$ cat config.mk
export PLATFORM = sky130hd
export DESIGN_NAME = llc_request_issuer
export DESIGN_NICKNAME = d
export VERILOG_FILES = /design/src/rtl/llc_issuer_pkg.sv /design/src/rtl/llc_req_fifo.sv /design/src/rtl/llc_request_issuer.sv
export SDC_FILE = /design/constraint.sdc
export NUM_CORES = 1
export LEC_CHECK = 0
export ABC_AREA = 1
export BUFFER_PORTS_ARGS = -buffer_cell sky130_fd_sc_hd__clkbuf_2
export CORE_AREA = 2 2 333 335
export DETAILED_ROUTE_END_ITERATION = 6
export DIE_AREA = 0 0 335 337
export PLACE_DENSITY_LB_ADDON = 0.25
export RECOVER_POWER = 100
export REMOVE_ABC_BUFFERS = 1
export SYNTH_ARGS = -nofsm -noshare
export SYNTH_HDL_FRONTEND = slang
export SYNTH_HIERARCHICAL = 1
export SYNTH_SLANG_ARGS = --single-unit
$ cat constraint.sdc
create_clock -name clk_in -period 10.82 [get_ports clk_in]
set_input_delay 2.164 -clock clk_in [delete_from_list [all_inputs] [get_ports clk_in]]
set_output_delay 2.164 -clock clk_in [all_outputs]
set_load 0.02 [all_outputs]
$ cat src/rtl/llc_issuer_pkg.sv
// Shared types for the LLC request issuer: FSM state encoding, the queued
// request record, and a small sizing helper.
package llc_issuer_pkg;

   // Widest address / data the queued request record can carry. Narrower
   // instances zero-extend into these fields; W must not exceed REQ_DATA_MAX.
   localparam int unsigned REQ_ADDR_MAX = 64;
   localparam int unsigned REQ_DATA_MAX = 64;

   typedef enum logic [1:0] {
      ST_IDLE     = 2'd0,
      ST_ISSUE    = 2'd1,
      ST_WAIT_RSP = 2'd2,
      ST_DELIVER  = 2'd3
   } state_e;

   typedef struct packed {
      logic [REQ_ADDR_MAX-1:0] addr;
      logic                    we;
      logic [REQ_DATA_MAX-1:0] value;
   } req_t;

   localparam int unsigned REQ_BITS = $bits(req_t);

   // Pointer width for a power-of-two queue; never below one bit.
   function automatic int unsigned ptr_bits(input int unsigned depth);
      return (depth > 1) ? $clog2(depth) : 1;
   endfunction

endpackage

$ cat src/rtl/llc_req_fifo.sv
// Request queue: power-of-two circular buffer with an occupancy counter.
// A push on a full queue is dropped even if a pop happens in the same cycle,
// so the producer-facing "full" is always the pre-pop view.
module llc_req_fifo
   import llc_issuer_pkg::*;
#(
   parameter int unsigned DEPTH = 4,
   parameter int unsigned WIDTH = REQ_BITS
) (
   input  logic             clk_i,
   input  logic             rst_ni,
   input  logic             push_i,
   input  logic [WIDTH-1:0] wdata_i,
   input  logic             pop_i,
   output logic [WIDTH-1:0] rdata_o,
   output logic             full_o,
   output logic             empty_o
);

   localparam int unsigned AW = ptr_bits(DEPTH);
   localparam int unsigned CW = AW + 1;

   logic [WIDTH-1:0] mem_q [DEPTH];
   logic [AW-1:0]    wr_ptr_q, wr_ptr_d;
   logic [AW-1:0]    rd_ptr_q, rd_ptr_d;
   logic [CW-1:0]    count_q, count_d;
   logic             do_push, do_pop;

   assign full_o  = (count_q == CW'(DEPTH));
   assign empty_o = (count_q == '0);
   assign do_push = push_i & ~full_o;
   assign do_pop  = pop_i & ~empty_o;
   assign rdata_o = mem_q[rd_ptr_q];

   // Pointer and occupancy next-state; pointers wrap naturally at DEPTH.
   always_comb begin
      wr_ptr_d = wr_ptr_q;
      rd_ptr_d = rd_ptr_q;
      count_d  = count_q;
      if (do_push) wr_ptr_d = wr_ptr_q + AW'(1);
      if (do_pop)  rd_ptr_d = rd_ptr_q + AW'(1);
      case ({do_push, do_pop})
         2'b10:   count_d = count_q + CW'(1);
         2'b01:   count_d = count_q - CW'(1);
         default: count_d = count_q;
      endcase
   end

   // Control state; reset empties the queue immediately.
   always_ff @(posedge clk_i or negedge rst_ni) begin
      if (!rst_ni) begin
         wr_ptr_q <= '0;
         rd_ptr_q <= '0;
         count_q  <= '0;
      end else begin
         wr_ptr_q <= wr_ptr_d;
         rd_ptr_q <= rd_ptr_d;
         count_q  <= count_d;
      end
   end

   // Storage needs no reset: an entry is only read after it has been written.
   always_ff @(posedge clk_i) begin
      if (do_push) mem_q[wr_ptr_q] <= wdata_i;
   end

endmodule

$ cat src/rtl/llc_request_issuer.sv
// Serialises client word requests onto the LLC port, one transaction at a
// time in FIFO order. Reads wait for an address-matched reply (bounded by
// TIMEOUT) and are returned on the response port; writes complete on the
// request handshake alone.
module llc_request_issuer
   import llc_issuer_pkg::*;
#(
   parameter int unsigned PADDR_BITS = 19,
   parameter int unsigned W          = 64,
   parameter int unsigned Q_DEPTH    = 4,
   parameter int unsigned TIMEOUT    = 4096
) (
   input  logic                  clk_in,
   input  logic                  rst_N_in,
   // client requests
   input  logic                  req_valid_in,
   output logic                  req_ready_out,
   input  logic [PADDR_BITS-1:0] req_addr_in,
   input  logic                  req_we_in,
   input  logic [W-1:0]          req_value_in,
   // client responses
   output logic                  rsp_valid_out,
   input  logic                  rsp_ready_in,
   output logic [PADDR_BITS-1:0] rsp_addr_out,
   output logic [W-1:0]          rsp_value_out,
   // LLC request channel
   output logic                  cs_out,
   output logic                  flush_out,
   output logic                  hc_valid_out,
   input  logic                  hc_ready_in,
   output logic [PADDR_BITS-1:0] hc_addr_out,
   output logic [W-1:0]          hc_value_out,
   output logic                  hc_we_out,
   output logic [511:0]          hc_line_out,
   output logic                  hc_cl_out,
   // LLC response channel
   input  logic                  hc_valid_in,
   output logic                  hc_ready_out,
   input  logic [PADDR_BITS-1:0] hc_addr_in,
   input  logic [W-1:0]          hc_value_in,
   // status
   output logic                  busy_out,
   output logic                  err_out
);

   localparam int unsigned   TW       = $clog2(TIMEOUT + 1);
   localparam logic [TW-1:0] TMO_LAST = TW'(TIMEOUT - 1);

   state_e          state_q, state_d;
   req_t            enq_req, head_req;
   req_t            iss_q, iss_d;
   logic [W-1:0]    rsp_val_q, rsp_val_d;
   logic [TW-1:0]   tmo_q, tmo_d;
   logic            err_q, err_d;
   logic            rdy_en_q;
   logic            fifo_push, fifo_pop, fifo_full, fifo_empty;
   logic [REQ_BITS-1:0] fifo_rdata;
   logic            addr_match;

   // Pack the client request into the queue record, zero-extending fields.
   always_comb begin
      enq_req       = '0;
      enq_req.addr  = REQ_ADDR_MAX'(req_addr_in);
      enq_req.we    = req_we_in;
      enq_req.value = REQ_DATA_MAX'(req_value_in);
   end

   // Ready is held low through reset and rises on the first edge after it.
   assign req_ready_out = rdy_en_q & ~fifo_full;
   assign fifo_push     = req_valid_in & req_ready_out;
   assign head_req      = fifo_rdata;

   llc_req_fifo #(
      .DEPTH (Q_DEPTH),
      .WIDTH (REQ_BITS)
   ) u_fifo (
      .clk_i   (clk_in),
      .rst_ni  (rst_N_in),
      .push_i  (fifo_push),
      .wdata_i (enq_req),
      .pop_i   (fifo_pop),
      .rdata_o (fifo_rdata),
      .full_o  (fifo_full),
      .empty_o (fifo_empty)
   );

   // Replies are matched on the full stored address, so compare zero-extended.
   assign addr_match = (iss_q.addr == REQ_ADDR_MAX'(hc_addr_in));

   // Transaction FSM next-state: issue, await reply or timeout, deliver.
   always_comb begin
      state_d   = state_q;
      iss_d     = iss_q;
      rsp_val_d = rsp_val_q;
      tmo_d     = tmo_q;
      err_d     = err_q;
      fifo_pop  = 1'b0;
      case (state_q)
         ST_IDLE: begin
            if (!fifo_empty) begin
               fifo_pop = 1'b1;
               iss_d    = head_req;
               state_d  = ST_ISSUE;
            end
         end
         ST_ISSUE: begin
            if (hc_ready_in) begin
               if (iss_q.we) begin
                  state_d = ST_IDLE;
               end else begin
                  state_d = ST_WAIT_RSP;
                  tmo_d   = '0;
               end
            end
         end
         ST_WAIT_RSP: begin
            if (hc_valid_in && addr_match) begin
               rsp_val_d = hc_value_in;
               state_d   = ST_DELIVER;
            end else begin
               // A stray reply is swallowed and flagged; the wait goes on.
               if (hc_valid_in) err_d = 1'b1;
               if (tmo_q == TMO_LAST) begin
                  err_d     = 1'b1;
                  rsp_val_d = '1;
                  state_d   = ST_DELIVER;
               end else begin
                  tmo_d = tmo_q + TW'(1);
               end
            end
         end
         ST_DELIVER: begin
            if (rsp_ready_in) state_d = ST_IDLE;
         end
         default: state_d = ST_IDLE;
      endcase
   end

   // FSM and datapath registers; reset abandons any transaction in flight.
   always_ff @(posedge clk_in or negedge rst_N_in) begin
      if (!rst_N_in) begin
         state_q   <= ST_IDLE;
         iss_q     <= '0;
         rsp_val_q <= '0;
         tmo_q     <= '0;
         err_q     <= 1'b0;
         rdy_en_q  <= 1'b0;
      end else begin
         state_q   <= state_d;
         iss_q     <= iss_d;
         rsp_val_q <= rsp_val_d;
         tmo_q     <= tmo_d;
         err_q     <= err_d;
         rdy_en_q  <= 1'b1;
      end
   end

   // Word-only access: line transfers and flushes are never used.
   assign cs_out       = 1'b1;
   assign flush_out    = 1'b0;
   assign hc_cl_out    = 1'b0;
   assign hc_line_out  = '0;

   assign hc_valid_out  = (state_q == ST_ISSUE);
   assign hc_addr_out   = iss_q.addr[PADDR_BITS-1:0];
   assign hc_value_out  = iss_q.value[W-1:0];
   assign hc_we_out     = iss_q.we;
   assign hc_ready_out  = (state_q == ST_WAIT_RSP);

   assign rsp_valid_out = (state_q == ST_DELIVER);
   assign rsp_addr_out  = iss_q.addr[PADDR_BITS-1:0];
   assign rsp_value_out = rsp_val_q;

   assign busy_out = ~fifo_empty | (state_q != ST_IDLE);
   assign err_out  = err_q;

endmodule

==> results of run 1 <==
-- worst max-delay path, cell delays in order, from the launching register on --
cell and delay [ps]:
dfrtp_1 370, inv_2 60, nand3_1 150, inv_1 160, nor3_4 120, clkbuf_1 2150, clkbuf_1 2380, nand2_1 710
o21ai_0 260
-- state kept, by name (all words and copies together) (netlist names), 2 cells and up, named ones only --
name and flops:
hc_addr_out 19, hc_value_out 64, iss_q 45, rsp_value_out 64, tmo_q 13, u_fifo/count_q 3, u_fifo/mem_q 516, u_fifo/rd_ptr_q 2
u_fifo/wr_ptr_q 2
-- power groups by stage --
stage	Clock (mW)	Sequential, mW	Combinational (mW)
floorplan	0	4.07	2.13
global placement	0	3.85	3.27
detailed placement	0	3.85	3.30
CTS	2.84	3.80	3.31
global route	2.94	3.88	3.62
finish	2.75	3.82	3.21
-- routing by layer --
| metal | track usage, % | vias up |
|---|---|---|
| met5 | 0 | - |
| met4 | 4.09 | 34 |
| met3 | 7.70 | 139 |
| met2 | 23.5 | 697 |
| met1 | 21.9 | 9974 |
| li1 | - | 10212 |
-- logic make-up after synthesis --
logic type,Yosys count
other,2
AO/OA/AOI/OAI,387
flip-flops,733
XOR/XNOR,17
buffers and inverters,1234
AND/OR/NAND/NOR,956
adder cells (fa/ha/maj),7
-- cells in the mapped netlist (all sizes together) (2+ instances only) --
| cell type | n | area share [%] |
|---|---|---|
| dfrtp | 217 | 15 |
| nand4 | 9 | 0.20 |
| xnor2 | 9 | 0.22 |
| nor2 | 46 | 0.59 |
| o21ai | 125 | 1.7 |
| edfxtp | 516 | 43 |
| or2 | 2 | 0.035 |
| xor2 | 8 | 0.20 |
| ha | 6 | 0.21 |
| a21oi | 2 | 0.028 |
| o211ai | 258 | 8.2 |
| nand3 | 30 | 0.48 |
| nand2 | 863 | 9.1 |
| inv | 489 | 5.1 |
| conb | 2 | 0.021 |
| nor3 | 2 | 0.059 |
| buf | 708 | 15 |
| clkbuf | 37 | 0.49 |
-- worst paths after layout --
path,endpoint,slack (ps),depth (start not counted)
worst max-delay path,hc_addr_out[9],4280,8
worst min-delay path,hc_value_out[59],470,2
worst max register to register,hc_addr_out[9],4280,8
worst min register to register,hc_value_out[59],470,2
max in group asynchronous,u_fifo/rd_ptr_q[1],4690,1
min in group asynchronous,hc_value_out[19],3070,1
-- per-stage QoR --
step / utilization (%) / std cells / setup WS, ps / power, mW / area, um2
3_5_place_dp: 33.5 / 5073 / 5900 / 7.15 / 36800
3_3_place_gp: 33.5 / 5073 / 5860 / 7.12 / 36800
2_1_floorplan: - / 3285 / 2180 / 6.20 / 33000
6_report: 35.6 / 5224 / 4280 / 9.79 / 39000
5_1_grt: 35.6 / 5219 / 3440 / 10.4 / 39000
4_1_cts: 36.0 / 5218 / 6520 / 9.95 / 39400
-- final cells by class --
type | count | area, um2 | share of cell area, %
Antenna cell | 6 | 15.0 | 0.0385
Clock buffer | 114 | 2280 | 5.85
Clock inverter | 31 | 357 | 0.914
Inverter | 489 | 1850 | 4.74
Multi-Input combinational cell | 2063 | 10200 | 26.3
Sequential cell | 733 | 20900 | 53.7
Tap cell | 1426 | 1780 | 4.58
Timing Repair Buffer | 362 | 1540 | 3.96
==> out/results.tsv, run 1 <==
stage	metric	value	unit
route	vias	21056	
cells_and_area	drive_above_1_share	11.6	%
yosys	ys_seq_elements	733	
clocking	tritoncts	done	
route	wl_per_cell	18.1	um
sta	fin_crit_sh	60.5	%
cells_and_area	final_common_cell	nand2_1	
route	drt_iter0_drc	1185	
global_route	grt_max_degree	172	
yosys	syn_inst	3336	
global_route	grt_pass1_wl	134000	um
clocking	cts_buffers	78	
floorplanning	fp.dieH	337	um
route	drc	0	
sta	whs	471	ps
hold_path	hold_class	flip-flop to flip-flop	
yosys	synth-adder-area-share	0.265	%
global_route	track_usage	16.3	%
clocking	clk_pin_slew	60	ps
route	highest-signal-layer	met5	
yosys	synth-edff-count	516	
power_and_ir_drop	power_frac_clock	28.1	%
floorplanning	die-area	113000	um2
power_and_ir_drop	powerDensity	251	nW/um2
yosys	syn_area_per_cell	10.7	um2
route	dr_wl_met2	39900	um
yosys	async_flop_share	29.6	%
yosys	synthSimpleGateAreaFrac	10.5	%
sta	hold_violations	0	
cells_and_area	nets	3907	
floorplanning	coreArea	110000	um2
floorplanning	rows	122	
global_route	grt_pass1_vias	19148	
route	vias_per_cell	4.03	
power_and_ir_drop	p_comb_share	32.8	%
yosys	synth_compound_area_share	10.0	%
outcome	status	finished with violations	
sta	finalSetupViolCount	0	
floorplanning	fp.dieW	335	um
route	firstDrtPassIters	5	
cells_and_area	syn2layout_area_growth	8.86	%
run	maxCapViolCount	10	
route	drtAntennaViolNets	0	
clocking	cts_setup_buffers	0	
setup_path	cp-end-kind	flip-flop	
power_and_ir_drop	swShare	38.3	%
yosys	synth_cell_types	41	
route	wl	94400	um
clocking	cts.path.max_buffers	3	
power_and_ir_drop	p_int	6.04	mW
yosys	synth_ff_type	edfxtp_1	
cells_and_area	filler_cell_count	11033	
power_and_ir_drop	p_seq_share	39.1	%
power_and_ir_drop	leakage	17.5	nW
sta	max-slew-margin-rel	-191	%
clocking	postCtsResizedCells	0	
global_route	antenna_found_initial	33	
setup_path	crit_fanout	68	
setup_path	required	11320	ps
power_and_ir_drop	switching_power	3.75	mW
clocking	clock_sinks	733	
yosys	yosys_warnings	6	
yosys	yosysSeqAreaShare	58.4	%
setup_path	critPathLaunch	u_fifo/count_q[0]	
sta	setup_tns	0	ps
yosys	synthMuxAreaShare	0	%
yosys	synth_top_family_by_area	buffers and inverters	
sta	skew	23.4	ps
clocking	htreeDepth	3	
setup_path	crit_path_start_kind	flip-flop	
clocking	hold_buffers	0	
outcome	violations	max-capacitance violations, max-slew violations	
cells_and_area	mostFrequentLayoutCells	862 x nand2_1, 696 x conb_1, 516 x edfxtp_1, 484 x inv_1, 284 x clkbuf_1	
floorplanning	io_pins	861	
route	wl_met1	41300	um
sta	rsz0062_at_grt	no	
yosys	syn_area	35800	um2
route	wl_met3	10900	um
floorplanning	initial_core_util	32.7	%
placed_design	port_buffers	345	
hold_path	hold_start	hc_value_out[59]	
setup_path	cp.arrival	7040	ps
yosys	synthXorXnorAreaFrac	0.416	%
setup_path	reg2reg_from	u_fifo/count_q[0]	
global_route	globalRouteOverflowTotal	0	
placed_design	hpwl	63400	um
sta	slew_viol_final	922	
setup_path	path_class	flip-flop to flip-flop	
power_and_ir_drop	ir_worst_vdd	183	uV
clocking	clkLatencyLatePin	630	ps
sta	tightest_slew	4360	ps
sta	maxClockFrequency	153	MHz
sta	final.min_clock_period	6540	ps
placed_design	routabilityCongestion	0.820	
clocking	cts_root_buf	clkbuf_16	
Note: power is estimated with default switching activity, not from simulation.
==> inputs of run 2 (changes only) <==
clock period = 5.92 ns   (was 10.82 ns; I/O delays follow)
==> run 2 against run 1 <==
Compared with the run above:
- the flow still finishes with violations (max-capacitance violations, max-slew violations)
- utilization decreased by 0.27 points
- routed wire length increased by 3.3%
- clock power increased by 82%
- combinational power increased by 75%
- critical path type unchanged
- critical endpoint is now iss_q[85]
==> out/results.tsv, run 2 (synthesis gave the netlist of run 1 again) <==
stage	metric	value	unit	change
outcome	status	finished with violations		
outcome	violations	max-capacitance violations, max-slew violations		
route	vias	21308		+1.2%
sta	rsz0062_at_grt	no		
placed_design	port_buffers	345		unchanged
global_route	grt_max_degree	148		-14%
power_and_ir_drop	powerDensity	455	nW/um2	+81%
global_route	grt_pass1_vias	19686		+2.8%
setup_path	crit_path_start_kind	flip-flop		
cells_and_area	mostFrequentLayoutCells	862 x nand2_1, 696 x conb_1, 516 x edfxtp_1, 485 x inv_1, 288 x clkbuf_1		
setup_path	cp.arrival	4750	ps	-2290 ps
cells_and_area	final_common_cell	nand2_1		
sta	tightest_slew	2970	ps	-1390 ps
global_route	track_usage	16.9	%	+0.59 points
floorplanning	rows	122		unchanged
setup_path	path_class	flip-flop to flip-flop		
sta	finalSetupViolCount	0		unchanged
cells_and_area	largest_register_ffs	516		unchanged
clocking	htreeDepth	3		unchanged
sta	maxClockFrequency	235	MHz	+53%
hold_path	holdPathStages	2		unchanged
sta	hold_violations	0		unchanged
route	wl_per_cell	18.6	um	+3.0%
placed_design	hpwl	67000	um	+5.6%
power_and_ir_drop	p_int	10.7	mW	+78%
power_and_ir_drop	p_comb_share	32.0	%	-0.8 points
setup_path	cp-end-kind	flip-flop		
floorplanning	fp.dieW	335	um	unchanged
cells_and_area	regMostFlops	u_fifo/mem_q		
route	drt_iter0_drc	1545		+30%
clocking	tritoncts	done		
setup_path	required	6410	ps	-4910 ps
clocking	cts.path.max_buffers	3		unchanged
sta	skew	30.1	ps	+6.72 ps
global_route	antenna_found_initial	48		+45%
sta	fin_crit_sh	72.0	%	+12 points
clocking	hold_buffers	0		unchanged
power_and_ir_drop	swShare	38.9	%	+0.57 points
clocking	postCtsResizedCells	0		unchanged
floorplanning	coreArea	110000	um2	unchanged
power_and_ir_drop	switching_power	6.85	mW	+82%
route	drc	0		unchanged
setup_path	crit_fanout	96		+41%
clocking	clk_pin_slew	60	ps	about the same
power_and_ir_drop	leakage	17.3	nW	-1.3%
cells_and_area	nets	3922		+0.38%
clocking	clock_sinks	733		unchanged
cells_and_area	syn2layout_area_growth	8.03	%	
global_route	grt_pass1_wl	139000	um	+3.7%
floorplanning	io_pins	861		unchanged
floorplanning	fp.dieH	337	um	unchanged
cells_and_area	drive_above_1_share	9.34	%	-2.2 points
power_and_ir_drop	power_frac_clock	28.5	%	+0.4 points
sta	setup_tns	0	ps	unchanged
sta	whs	467	ps	-3.77 ps
route	vias_per_cell	4.07		+0.89%
route	drtAntennaViolNets	0		unchanged
floorplanning	initial_core_util	32.7	%	unchanged
power_and_ir_drop	ir_worst_vdd	309	uV	+69%
setup_path	reg2reg_from	u_fifo/rd_ptr_q[1]		
power_and_ir_drop	power	17.6	mW	+80%
power_and_ir_drop	p_seq_share	39.5	%	+0.4 points
setup_path	ff2ff_path_depth	6		-2
clocking	clkLatencyLatePin	640	ps	about the same
sta	max-slew-margin-rel	-98.7	%	+92 points
clocking	cts_root_buf	clkbuf_16		
route	wl	97600	um	+3.3%
clocking	cts_buffers	81		+3.8%
sta	slew_viol_final	234		-75%
placed_design	routabilityCongestion	0.845		+3.1%
run	maxCapViolCount	7		-3
route	firstDrtPassIters	5		unchanged
setup_path	r2r_slack	1660	ps	-2620 ps
setup_path	critPathLaunch	u_fifo/rd_ptr_q[1]		
floorplanning	die-area	113000	um2	unchanged
hold_path	hold_class	flip-flop to flip-flop		
sta	final.min_clock_period	4260	ps	-2280 ps
hold_path	hold_start	hc_value_out[56]		
clocking	cts_setup_buffers	0		unchanged
global_route	globalRouteOverflowTotal	0		unchanged
## run 2: changes by cell type in the layout (fill, tap and decap cells not counted), sizes merged
| cell | previous run | this run |
|---|---|---|
| buf | 9 | 22 |
| clkinvlp | 2 | 8 |
| inv | 491 | 497 |
| clkinv | 20 | 15 |
| bufinv | 7 | 3 |
| clkbuf | 467 | 470 |
| diode | 6 | 3 |
## run 2: layout make-up
cell class / instances / area [um2]
Fill cell: 11161 / 70900
Sequential cell: 733 / 20900
Multi-Input combinational cell: 2063 / 9740
Clock buffer: 118 / 2320
Inverter: 489 / 1850
Tap cell: 1426 / 1780
Timing Repair Buffer: 374 / 1750
Clock inverter: 34 / 323
Antenna cell: 3 / 7.51
## run 2: final timing paths
path | to
max | iss_q[85]
min | hc_value_out[56]
max reg2reg | iss_q[85]
min reg2reg | hc_value_out[56]
max in group asynchronous | u_fifo/rd_ptr_q[1]
min in group asynchronous | hc_value_out[33]
## run 2: metrics by stage
stage	instances	setup slack, ps	cell area [um2]	utilization [%]
detailed placement	5085	2030	36900	33.7
CTS	5237	2650	39600	36.1
global placement	5085	2050	36900	33.7
finish	5240	1660	38700	35.3
floorplan	3285	-1740	33000	-
global route	5239	1350	38700	35.3
## run 2: per-layer routing
layer	up-vias	GRT usage [%]	part of all wire, %
met4	44	3.53	2.1
li1	10246	-	-
met2	730	25.3	43
met3	149	7.21	11
met1	10139	22.7	44
met5	-	0	0.30
## run 2: power groups by stage
stage	sequential, mW	clock, mW	combinational [mW]
floorplan	7.45	0	3.89
global placement	7.05	0	6.07
detailed placement	7.06	0	6.09
CTS	6.96	5.15	6.11
finish	6.95	5.01	5.63
global route	7.04	5.35	6.38
## run 2: worst max-delay path, cell delays in order (launching register included)
cell and delay, ps:
dfrtp_1 2260, inv_6 610, buf_12 460, o211ai_1 300
nand2_1 90, nand2_1 70, o21ai_0 80
==> inputs of run 3 (changes only) <==
ABC_AREA = 0   (was 1)
CORE_AREA = 2 2 335 337   (was 2 2 333 335)
DIE_AREA = 0 0 337 339   (was 0 0 335 337)
clock period = 4.2 ns   (was 5.92 ns; I/O delays follow)
==> run 3 against run 2 <==
Compared with the run above:
- the run still ends with max-capacitance violations, max-slew violations left
- worst setup slack got worse by 850 ps
- critical endpoint is now u_fifo/count_q[2]
- global-route usage fell by 3.0 points
- clock power rose by 40%
- sequential power rose by 44%
- first-iteration DRC count fell by 54%
- largest cell class unchanged
- critical path depth rose by 4
- final cell count fell by 22%
- non-clock buffer count rose by 8
==> out/results.tsv, run 3 <==
stage	metric	value	unit	change
outcome	status	finished with violations		
outcome	violations	max-capacitance violations, max-slew violations		
placed_design	dpl_cell_area	34000	um2	-8.0%
route	wl	81200	um	-17%
setup_path	crit_path_start_kind	flip-flop		
clocking	hold_buffers	0		unchanged
clocking	cts_root_buf	clkbuf_16		
route	vias	15694		-26%
power_and_ir_drop	ir_worst_vdd	386	uV	+25%
placed_design	routabilityCongestion	0.845		about the same
global_route	globalRouteOverflowTotal	0		unchanged
floorplanning	die-area	114000	um2	+1.2%
cells_and_area	regMostFlops	u_fifo/mem_q		
clocking	cts_buffers	80		-1.2%
yosys	ys_seq_elements	733		unchanged
sta	whs	401	ps	-65.4 ps
yosys	yosysSeqAreaShare	65.0	%	+6.5 points
yosys	synth_top_family_by_area	buffers and inverters		
setup_path	crit_slowest_cell	nor3_1		
route	vias_per_cell	3.86		-5.0%
cells_and_area	drive_above_1_share	20.3	%	+11 points
setup_path	crit_fanout	7		-93%
floorplanning	rows	122		unchanged
global_route	antenna_found_initial	8		-83%
hold_path	holdPathStages	2		unchanged
cells_and_area	filler_cell_count	10893		-2.4%
sta	rsz0062_at_grt	no		
sta	hold_violations	0		unchanged
yosys	synth.top_cell.area_share	48.1	%	+4.8 points
clocking	clock_sinks	733		unchanged
yosys	synth-edff-count	516		unchanged
clocking	clkLatencyLatePin	650	ps	about the same
yosys	yosysMostFrequentCell	buf_4		
global_route	grt_pass1_wl	115000	um	-17%
route	firstDrtPassIters	4		-1
cells_and_area	nets	2683		-32%
yosys	syn_area	32200	um2	-10%
sta	slew_viol_final	146		-38%
clocking	cts_setup_buffers	0		unchanged
clocking	cts.path.max_buffers	3		unchanged
yosys	synthXorXnorAreaFrac	0.707	%	+0.29 points
hold_path	hold_class	input port to flip-flop		
setup_path	max_stage_delay	980	ps	-1280 ps
clocking	postCtsResizedCells	0		unchanged
setup_path	cp.arrival	3970	ps	-780 ps
yosys	synthTopCellsByCount	619 x buf_4, 516 x edfxtp_1, 217 x dfrtp_1		
cells_and_area	largest_register_ffs	516		unchanged
yosys	syn_inst	2018		-40%
floorplanning	coreArea	110000	um2	+0.70%
yosys	synthMuxAreaShare	13.6	%	+14 points
route	wl_per_cell	20.0	um	+7.4%
setup_path	reg2reg_from	u_fifo/count_q[0]		
global_route	grt_pass1_vias	15810		-20%
run	maxCapViolCount	3		-4
yosys	async_flop_share	29.6	%	unchanged
yosys	synth_top_area_cell	edfxtp_1		
global_route	track_usage	13.9	%	-3.0 points
setup_path	critPathLaunch	u_fifo/count_q[0]		
cells_and_area	syn2layout_area_growth	12.4	%	
floorplanning	fp.dieH	339	um	+0.59%
sta	maxClockFrequency	294	MHz	+26%
yosys	synth_ff_type	edfxtp_1		
sta	fin_crit_sh	80.9	%	+8.8 points
clocking	htreeDepth	3		unchanged
yosys	yosys_warnings	6		unchanged
route	drc	0		unchanged
clocking	clk_pin_slew	60	ps	about the same
power_and_ir_drop	powerDensity	648	nW/um2	+42%
cells_and_area	fin_area	36200	um2	-6.4%
cells_and_area	final_common_cell	conb_1		
yosys	synthSimpleGateAreaFrac	2.33	%	-8.2 points
floorplanning	initial_core_util	29.2	%	-3.5 points
global_route	grt_max_degree	74		-50%
setup_path	cp-end-kind	flip-flop		
floorplanning	fp.dieW	337	um	+0.60%
sta	finalSetupViolCount	0		unchanged
placed_design	port_buffers	345		unchanged
sta	tightest_slew	1980	ps	-986 ps
setup_path	required	4770	ps	-1640 ps
yosys	synth_cell_types	49		+20%
sta	max-slew-margin-rel	-32.2	%	+66 points
yosys	syn_area_per_cell	16.0	um2	+49%
placed_design	post-place-ws	826	ps	-1200 ps
power_and_ir_drop	leakage	14.1	nW	-19%
setup_path	ff2ff_path_depth	10		+4
sta	layout_setup_ws	804	ps	-852 ps
yosys	synth-adder-area-share	0.295	%	+0.030 points
route	drtAntennaViolNets	0		unchanged
sta	final.min_clock_period	3400	ps	-868 ps
setup_path	crit_path_cell_trace	or3_1 -> inv_1 -> nor3_1 -> and2_1 -> ha_1 -> inv_1 -> fa_1 -> xor2_1 -> nor2_1 -> xor2_1		
sta	skew	36.6	ps	+6.43 ps
setup_path	path_class	flip-flop to flip-flop		
hold_path	hold_start	hc_ready_in		
clocking	tritoncts	done		
yosys	ys_top_cells_by_area	edfxtp_1 48%, dfrtp_1 17%, buf_4 14%		
placed_design	hpwl	56300	um	-16%
cells_and_area	mostFrequentLayoutCells	696 x conb_1, 516 x edfxtp_1, 271 x clkbuf_1, 215 x dfrtp_1, 131 x mux2_2		
yosys	synth_compound_area_share	1.67	%	-8.3 points
route	drt_iter0_drc	709		-54%
floorplanning	io_pins	861		unchanged
run 3: cell types whose count changed after synthesis, moves of 35 or more:
cell      before  now
nand2_1      861   12
o211ai_2     199    0
mux2_2         0  131
mux4_2         0  129
buf_2         56   21
o211ai_1      59    0
a21oi_1        2   64
o21ai_1       67    0
o21ai_0       58    4
inv_1        484   73
run 3: worst paths after layout:
kind,slack (ps),endpoint
max,800,u_fifo/count_q[2]
min,400,state_q[0]
max reg2reg,800,u_fifo/count_q[2]
min reg2reg,490,u_fifo/count_q[2]
max in group asynchronous,1490,rsp_value_out[34]
min in group asynchronous,760,hc_value_out[38]
run 3: logic make-up after synthesis:
family / Yosys count
mux: 261
other cells: 2
xor+xnor: 26
fa+ha+maj: 7
compound gates: 89
buf+inv: 747
flops: 733
simple gates: 153
run 3: worst max-delay path, delay by kind of cell, from the launching register on:
| family | cells | cell delay (ps) |
|---|---|---|
| simple gates | 4 | 1740 |
| buf+inv | 2 | 190 |
| fa+ha+maj | 2 | 650 |
| flops | 1 | 410 |
| xor+xnor | 2 | 310 |
run 3: stage by stage:
step	setup TNS, ps	std cells	power, mW	util (%)
finish	0	4062	23.4	32.8
global route	0	4059	24.7	32.8
CTS	0	4058	24.1	33.2
detailed placement	0	3909	17.0	30.8
global placement	0	3909	16.9	30.8
floorplan	-1193540	2039	14.5	-
run 3: layout make-up:
class	count	area [um2]	area share, %
diodes	4	10.0	0.0276
repair buffers	382	1870	5.17
clock inverters	44	438	1.21
well taps	1488	1860	5.14
clock buffers	105	2210	6.10
inverters	74	278	0.767
multi-input cells	1232	8610	23.8
flip-flops and latches	733	20900	57.8
run 3: power by group:
| group | switching (mW) | leakage [nW] | internal (mW) |
|---|---|---|---|
| Combinational | 3.63 | 5.72 | 2.78 |
| Sequential | 0.911 | 7.04 | 9.11 |
| Clock | 2.92 | 1.28 | 4.10 |
| Total | 7.46 | 14.1 | 16.0 |
run 3: metal layers:
layer / vias to the layer above / share of wire [%] / track usage [%]
met5: - / 0.091 / 0
met3: 89 / 12 / 7.45
met2: 589 / 44 / 20.5
met1: 8067 / 41 / 17.7
met4: 10 / 1.9 / 3.92
li1: 6939 / - / -
